===== src/rtl/uart_tx_ctrl.sv =====
`default_nettype none
// ============================================================================
// Module   : uart_tx_ctrl
// Brief    : UART 8N1/8N2 transmit sequencer on a 4x-oversampled baud tick.
//            Owns the baud generator rate select and changes it only between
//            frames. Define UART_TX_PARITY_EN to insert an even parity bit.
// Revision : 1.0 - initial release
// ============================================================================
module uart_tx_ctrl #(
    parameter int         OVERSAMPLE = 4,
    parameter int         STOP_BITS  = 1,
    parameter logic [1:0] RESET_BAUD = 2'b11
) (
    input  logic       clk,
    input  logic       rstn,
    input  logic       baudtick,
    output logic [1:0] baudtick_ctrl,
    input  logic       cfg_wr,
    input  logic [1:0] cfg_baud_sel,
    input  logic [7:0] tx_data,
    input  logic       tx_valid,
    output logic       tx_ready,
    output logic       txd,
    output logic       busy
);

    localparam int                 c_CNT_W     = (OVERSAMPLE > 1) ? $clog2(OVERSAMPLE) : 1;
    localparam logic [c_CNT_W-1:0] c_CNT_LAST  = c_CNT_W'(OVERSAMPLE - 1);
    localparam logic [c_CNT_W-1:0] c_CNT_ONE   = c_CNT_W'(1);
    localparam logic               c_STOP_LAST = 1'(STOP_BITS - 1);

    localparam logic [2:0] c_ST_IDLE   = 3'd0;
    localparam logic [2:0] c_ST_ALIGN  = 3'd1;
    localparam logic [2:0] c_ST_START  = 3'd2;
    localparam logic [2:0] c_ST_DATA   = 3'd3;
    localparam logic [2:0] c_ST_STOP   = 3'd4;
`ifdef UART_TX_PARITY_EN
    localparam logic [2:0] c_ST_PARITY = 3'd5;
`endif

    logic [2:0]         r_state;
    logic [c_CNT_W-1:0] r_cnt;
    logic [2:0]         r_bit_idx;
    logic               r_stop_idx;
    logic [7:0]         r_data;
    logic               r_txd;
    logic               r_tx_ready;
    logic               r_busy;
    logic [1:0]         r_baud;
    logic [1:0]         r_pend_sel;
    logic               r_pend_vld;

    logic               w_accept;
    logic               w_in_bit;
    logic               w_bit_end;
    logic [2:0]         w_idx_nxt;
`ifdef UART_TX_PARITY_EN
    logic               w_parity;
    assign w_parity = ^r_data;
`endif

    // tx_ready is high exactly in IDLE, so it doubles as the IDLE qualifier
    assign w_accept  = tx_valid & r_tx_ready;
    assign w_in_bit  = (r_state != c_ST_IDLE) && (r_state != c_ST_ALIGN);
    assign w_bit_end = baudtick && (r_cnt == c_CNT_LAST);
    assign w_idx_nxt = r_bit_idx + 3'd1;

    always_ff @(posedge clk or negedge rstn) begin
        if (!rstn) begin
            r_state    <= c_ST_IDLE;
            r_cnt      <= '0;
            r_bit_idx  <= 3'd0;
            r_stop_idx <= 1'b0;
            r_data     <= 8'h00;
            r_txd      <= 1'b1;
            r_tx_ready <= 1'b1;
            r_busy     <= 1'b0;
            r_baud     <= RESET_BAUD;
            r_pend_sel <= 2'b00;
            r_pend_vld <= 1'b0;
        end else begin
            // Rate writes outside a quiet IDLE cycle are parked; last write wins
            if (cfg_wr) begin
                if ((r_state == c_ST_IDLE) && !w_accept) begin
                    r_baud <= cfg_baud_sel;
                end else begin
                    r_pend_sel <= cfg_baud_sel;
                    r_pend_vld <= 1'b1;
                end
            end

            if (w_in_bit && baudtick) begin
                r_cnt <= w_bit_end ? '0 : r_cnt + c_CNT_ONE;
            end

            case (r_state)
                c_ST_IDLE: begin
                    r_cnt <= '0;
                    if (w_accept) begin
                        r_data     <= tx_data;
                        r_state    <= c_ST_ALIGN;
                        r_tx_ready <= 1'b0;
                        r_busy     <= 1'b1;
                    end
                end

                // Waiting for a tick here makes the start bit a full bit period
                c_ST_ALIGN: begin
                    r_cnt <= '0;
                    if (baudtick) begin
                        r_state <= c_ST_START;
                        r_txd   <= 1'b0;
                    end
                end

                c_ST_START: begin
                    if (w_bit_end) begin
                        r_state   <= c_ST_DATA;
                        r_bit_idx <= 3'd0;
                        r_txd     <= r_data[0];
                    end
                end

                c_ST_DATA: begin
                    if (w_bit_end) begin
                        if (r_bit_idx == 3'd7) begin
`ifdef UART_TX_PARITY_EN
                            r_state <= c_ST_PARITY;
                            r_txd   <= w_parity;
`else
                            r_state    <= c_ST_STOP;
                            r_stop_idx <= 1'b0;
                            r_txd      <= 1'b1;
`endif
                        end else begin
                            r_bit_idx <= w_idx_nxt;
                            r_txd     <= r_data[w_idx_nxt];
                        end
                    end
                end

`ifdef UART_TX_PARITY_EN
                c_ST_PARITY: begin
                    if (w_bit_end) begin
                        r_state    <= c_ST_STOP;
                        r_stop_idx <= 1'b0;
                        r_txd      <= 1'b1;
                    end
                end
`endif

                c_ST_STOP: begin
                    if (w_bit_end) begin
                        if (r_stop_idx == c_STOP_LAST) begin
                            r_state    <= c_ST_IDLE;
                            r_tx_ready <= 1'b1;
                            r_busy     <= 1'b0;
                            r_pend_vld <= 1'b0;
                            // A write landing on the exit edge is newer than the parked one
                            if (cfg_wr) begin
                                r_baud <= cfg_baud_sel;
                            end else if (r_pend_vld) begin
                                r_baud <= r_pend_sel;
                            end
                        end else begin
                            r_stop_idx <= 1'b1;
                        end
                    end
                end

                default: begin
                    r_state    <= c_ST_IDLE;
                    r_cnt      <= '0;
                    r_txd      <= 1'b1;
                    r_tx_ready <= 1'b1;
                    r_busy     <= 1'b0;
                end
            endcase
        end
    end

    assign baudtick_ctrl = r_baud;
    assign tx_ready      = r_tx_ready;
    assign txd           = r_txd;
    assign busy          = r_busy;

endmodule
`default_nettype wire

===== config.mk =====
export PLATFORM = sky130hd
export DESIGN_NAME = uart_tx_ctrl
export DESIGN_NICKNAME = d
export VERILOG_FILES = /design/src/rtl/uart_tx_ctrl.sv
export SDC_FILE = /design/constraint.sdc
export NUM_CORES = 1
export LEC_CHECK = 0
export ABC_AREA = 1
export CORE_MARGIN = 4
export CORE_UTILIZATION = 52
export CTS_CLUSTER_SIZE = 8
export DETAILED_ROUTE_END_ITERATION = 7
export PLACE_DENSITY_LB_ADDON = 0.25
export SYNTH_ARGS = -nofsm -noshare
export SYNTH_HDL_FRONTEND = slang
export SYNTH_SLANG_ARGS = --single-unit

===== constraint.sdc =====
create_clock -name clk -period 2.2 [get_ports clk]
set_clock_uncertainty 0.15 [all_clocks]
set_input_delay 0.44 -clock clk [delete_from_list [all_inputs] [get_ports clk]]
set_output_delay 0.44 -clock clk [all_outputs]
set_load 0.02 [all_outputs]

== Word-level counts from Yosys, hierarchy flattened ==
Index checks and enable logic that the tools add are counted.

* Bits in registers: 25
* Bits of input ports: 15
* Word-level logic and storage cells: 100

* Add/sub/neg operators: 2
* $lt $le $gt $ge: 1
* Equal/unequal tests: 16
* Mux-type cells: 47
* Bitwise gates (word level): 4
* Reductions and logical operators: 19

{| class="wikitable"
|+ Operator list
! cell !! number
|-
| 2-to-1 mux 3 bit || 10
|-
| 2-to-1 mux 1 bit || 20
|-
| 2-to-1 mux 2 bit || 10
|-
| inequality test 2 bit (second input constant) || 8
|-
| AND reduction 4 bit || 4
|-
| case mux 3 bit (5 select lines) || 1
|-
| AND reduction 7 bit || 1
|-
| == test 3 x 2 -> 1 bit (second input constant) || 2
|-
| == test 3 bit (second input constant) || 2
|-
| case mux 1 bit (3 select lines) || 2
|-
| case mux 3 bit (2 select lines) || 1
|-
| OR reduction 3 bit || 2
|-
| logical AND 1 bit || 4
|-
| < comparator 3 x 4 -> 1 bit (second input constant) || 1
|-
| case mux 1 bit (4 select lines) || 1
|-
| AND reduction 2 bit || 2
|-
| nonzero test 2 bit || 2
|-
| adder 3 x 1 -> 3 bit (second input constant) || 1
|-
| binary-select mux 1 bit (select 3 bit) || 1
|-
| == test 3 x 1 -> 1 bit (second input constant) || 1
|-
| logical NOT 3 bit || 1
|-
| inequality test 3 x 1 -> 1 bit (second input constant) || 1
|-
| inverter 1 bit || 3
|-
| nonzero test 3 bit || 1
|-
| other kinds (7) || 7
|}

== Logic depth before layout (Yosys ltp) ==
* Depth after elaboration: 10
* Mapped depth: 9
* Mapped depth without buffers: 9

== Worst setup path before layout ==
Ideal clock, no wire load.

* Path kind: register to register
* Start point: reg r_bit_idx[0]
* End point: reg r_txd (netlist: txd)
* Library setup time: 0.073 ns
* Arrival time: 1.335 ns
* Data required time: 1.977 ns
* Path slack: 0.642 ns
* Stages on the path, launching flop included: 9
* Period minus slack after synthesis: 1.558 ns
* Path through: dfrtp_1 ha_1 ha_1 inv_1 nand3_1 nand3_1 nand3_1 nand2_1 a21oi_1

* Word-level cells in the longest chain between the ends: 6

{| class="wikitable"
|+ RTL lines
! element !! line !! text
|-
| start: declaration || 43 || <nowiki>logic [2:0] r_bit_idx;</nowiki>
|-
| start signal: assignment || 136 || <nowiki>r_bit_idx <= w_idx_nxt;</nowiki>
|-
| adder 3 x 1 -> 3 bit || 66 || <nowiki>assign w_idx_nxt = r_bit_idx + 3'd1;</nowiki>
|-
| binary-select mux 1 bit (select 3 bit) || 137 || <nowiki>r_txd <= r_data[w_idx_nxt];</nowiki>
|-
| 2-to-1 mux 1 bit (implied by the code) || 137 ||
|-
| 2-to-1 mux 1 bit (*) || 126 || <nowiki>if (r_bit_idx == 3'd7) begin</nowiki>
|-
| 2-to-1 mux 1 bit (*) || 125 || <nowiki>if (w_bit_end) begin</nowiki>
|-
| case mux 1 bit (4 select lines) (*) || 96 || <nowiki>case (r_state)</nowiki>
|-
| end signal: assignment || 120 || <nowiki>r_txd <= r_data[0];</nowiki>
|-
| end signal: assignment || 137 ||
|-
| end: declaration || 46 || <nowiki>logic r_txd;</nowiki>
|}

Mark *: on every way between the ends. The rest lies on a longest branch, timed or not. The select of a mux whose other input is x is not followed.
A chain may end at the register's enable or synchronous reset.

== Worst setup path after layout ==
* Start point: reg r_tx_ready (netlist: tx_ready)
* End point: out tx_ready

{| class="wikitable"
|+ RTL lines
! element !! line !! text
|-
| start: declaration || 47 || <nowiki>logic r_tx_ready;</nowiki>
|-
| start signal: assignment || 76 || <nowiki>r_tx_ready <= 1'b1;</nowiki>
|-
| start signal: assignment || 102 || <nowiki>r_tx_ready <= 1'b0;</nowiki>
|-
| start signal: assignment || 156 || <nowiki>r_tx_ready <= 1'b1;</nowiki>
|-
| end: declaration || 22 || <nowiki>output logic tx_ready,</nowiki>
|}

No word-level cell between the ends.

==> flow_metrics.env <==
export IMPL_status="finished clean"
export IMPL_holdWs_ns=0.303
export IMPL_post_cts_repair_setup_buffers=0
export IMPL_dp_final_hpwl_microns=2130
export IMPL_critPathBufInv=1
export IMPL_antenna_found_initial=0
export IMPL_clock_latency_ns=0.32
export IMPL_drcViolationCount=0
export IMPL_rows=17
export IMPL_io_pins=20
export IMPL_first_pass_iters=4
export IMPL_cts_buffers=3
export IMPL_routed_wl_microns=2770
export IMPL_gp_congestion=0.885
export IMPL_htreeDepth=1
export IMPL_cpPeakStageDelay_ns=0.61
export IMPL_startpoint_type="flop"
export IMPL_critPathMaxFanout=3
export IMPL_cts_tree="yes"
export IMPL_clk_pin_slew_ns=0.13
export IMPL_vias=1117
export IMPL_drt_iter0_markers=25
export IMPL_synth_nets=182
export IMPL_hold_violations=0
export IMPL_yosys_warnings=0
export IMPL_setup_tns_ns=0
export IMPL_p_leak_nw=0.759
export IMPL_finalCriticalPeriod_ns=2.09
export IMPL_grt_overflow=0
export IMPL_arrival_ns=1.50
export IMPL_dieArea_sq_um=3350
export IMPL_core_sq_um=2300
export IMPL_yosys_register_bits=24
export IMPL_cts_resized=0
export IMPL_ant_nets=0
export IMPL_clock_sinks=24
export IMPL_crit_chain="clkdlybuf4s50_1"
export IMPL_endpoint_kind="primary output"
export IMPL_cts_root_buf="clkbuf_4"
export IMPL_required_ns=1.61
export IMPL_fmaxAchievable_mhz=480
export IMPL_cp_slowest_cell="clkdlybuf4s50_1"
export IMPL_port_buffers=19
export IMPL_grt_total_usage=0.183
export IMPL_netlist_instances=164
export IMPL_rsz0062_at_grt="no"
export IMPL_vias_per_cell=5.22
export IMPL_peakVddDrop_v=0.000754
export IMPL_die_x_microns=57.9
export IMPL_grt_pass1_vias=1079
export IMPL_worstMarginPinSlew_ns=0.381
export IMPL_grt_pass1_wl_microns=4710
export IMPL_setup_violations=0
export IMPL_synth_distinct_cells=24
export IMPL_start_util=0.564
export IMPL_cts_buffer_depth=2
export IMPL_n_antenna_cell=0
export IMPL_fin_area_sq_um=1540
export IMPL_route_detailed_wl_per_inst_microns=12.9
export IMPL_worstSetupPathType="flop to primary output"
export IMPL_maxCapViolCount=0
export IMPL_drive_gt1_frac=0.124
export IMPL_syn_area_sq_um=1290
export IMPL_area_growth_pct=18.8
export IMPL_dpl_worst_slack_ns=0.227
export IMPL_nets=206
export IMPL_seq_area_frac_synth=0.468
export IMPL_dpl_cell_area_sq_um=1520
export IMPL_period_share=0.948
export IMPL_p_per_area_nw_per_um2=1430
export IMPL_ctsHoldBuffers=0
export IMPL_avgSynthCellArea_sq_um=7.90
export IMPL_slew_headroom=0.746
export IMPL_critPathTopFamily="buffers and inverters"
export IMPL_drv_slew=0
export IMPL_worstHoldPathType="input port to async pin"
export IMPL_grt_max_degree=25
export IMPL_die_h_microns=57.9
export IMPL_timing_final_ws_setup_ns=0.115
-- Yosys cell counts, drive strengths merged --
cell type  number  area share
a21oi           9       0.035
ha              3       0.029
dfrtp          20        0.39
nand3          22       0.089
mux2            2       0.017
inv            14       0.041
o21bai          1      0.0058
nor2           15       0.053
nor3            2       0.016
nand2          58        0.18
buf             2       0.014
nand4           1      0.0048
dfstp           4       0.081
o21a            2       0.012
o21ai           9       0.038
-- area by class of cell --
class                           count  area [sq um]
Fill cell                         205           758
Timing Repair Buffer               21           205
Sequential cell                    24           606
Multi-Input combinational cell    124           618
Inverter                           14          52.6
Clock buffer                        3          22.5
Tap cell                           28          35.0
-- metrics by stage --
step,utilization,instances,power (mW)
after floorplan,-,164,1.68
after global placement,0.660,211,1.94
after detailed placement,0.660,211,2.00
after CTS,0.670,214,2.20
after global routing,0.670,214,2.39
final,0.670,214,2.20
-- metal layers --
metal	vias up	GRT usage	routed length, microns
met5	-	0	0
met2	17	0.324	1350
met3	4	0.0245	100
li1	580	-	-
met4	0	0.0894	56
met1	516	0.216	1260
-- cell families after synthesis --
group | synth area share
adder cells (fa/ha/maj) | 0.0290
multiplexers | 0.0174
AND/OR/NAND/NOR | 0.341
buffers and inverters | 0.0551
AO/OA/AOI/OAI | 0.0899
flip-flops | 0.468
-- power breakdown --
part / switching, mW / total (mW) / internal (mW)
combinational: 0.723 / 1.18 / 0.458
clock: 0.132 / 0.197 / 0.0643
sequential: 0.158 / 0.818 / 0.660
total: 1.01 / 2.20 / 1.18
-- final timing paths --
kind	startpoint	endpoint	slack, ns	depth (start not counted)
worst max register to register	r_state[1]	baudtick_ctrl[1]	0.45	7
worst min-delay path	rstn	r_state[1]	0.30	2
worst max-delay path	tx_ready	tx_ready	0.11	1
max in group asynchronous	rstn	baudtick_ctrl[1]	1.31	2
min in group clk	r_data[7]	r_data[7]	0.34	2
worst min register to register	r_data[7]	r_data[7]	0.34	2
-- layout by cell type, fill, tap and decap left out, types with 2 or more instances in the layout --
master,n
nand2_1,55
dfstp_2,4
inv_1,11
nor2_1,12
mux2_2,2
dfrtp_1,20
buf_4,2
nand2_2,2
o21a_1,2
nand3_1,21
nor2_2,2
a21oi_1,9
o21ai_0,8
clkbuf_4,3
clkdlybuf4s50_1,19
ha_1,3
inv_2,3
-- state kept, by name, summed over array words and instances (netlist names) --
signal,count
txd,1
busy,1
r_pend_sel,2
r_state,3
r_cnt,2
r_data,8
baudtick_ctrl,2
r_bit_idx,3
r_pend_vld,1
tx_ready,1
No activity file was read; power rests on OpenSTA's default activity.
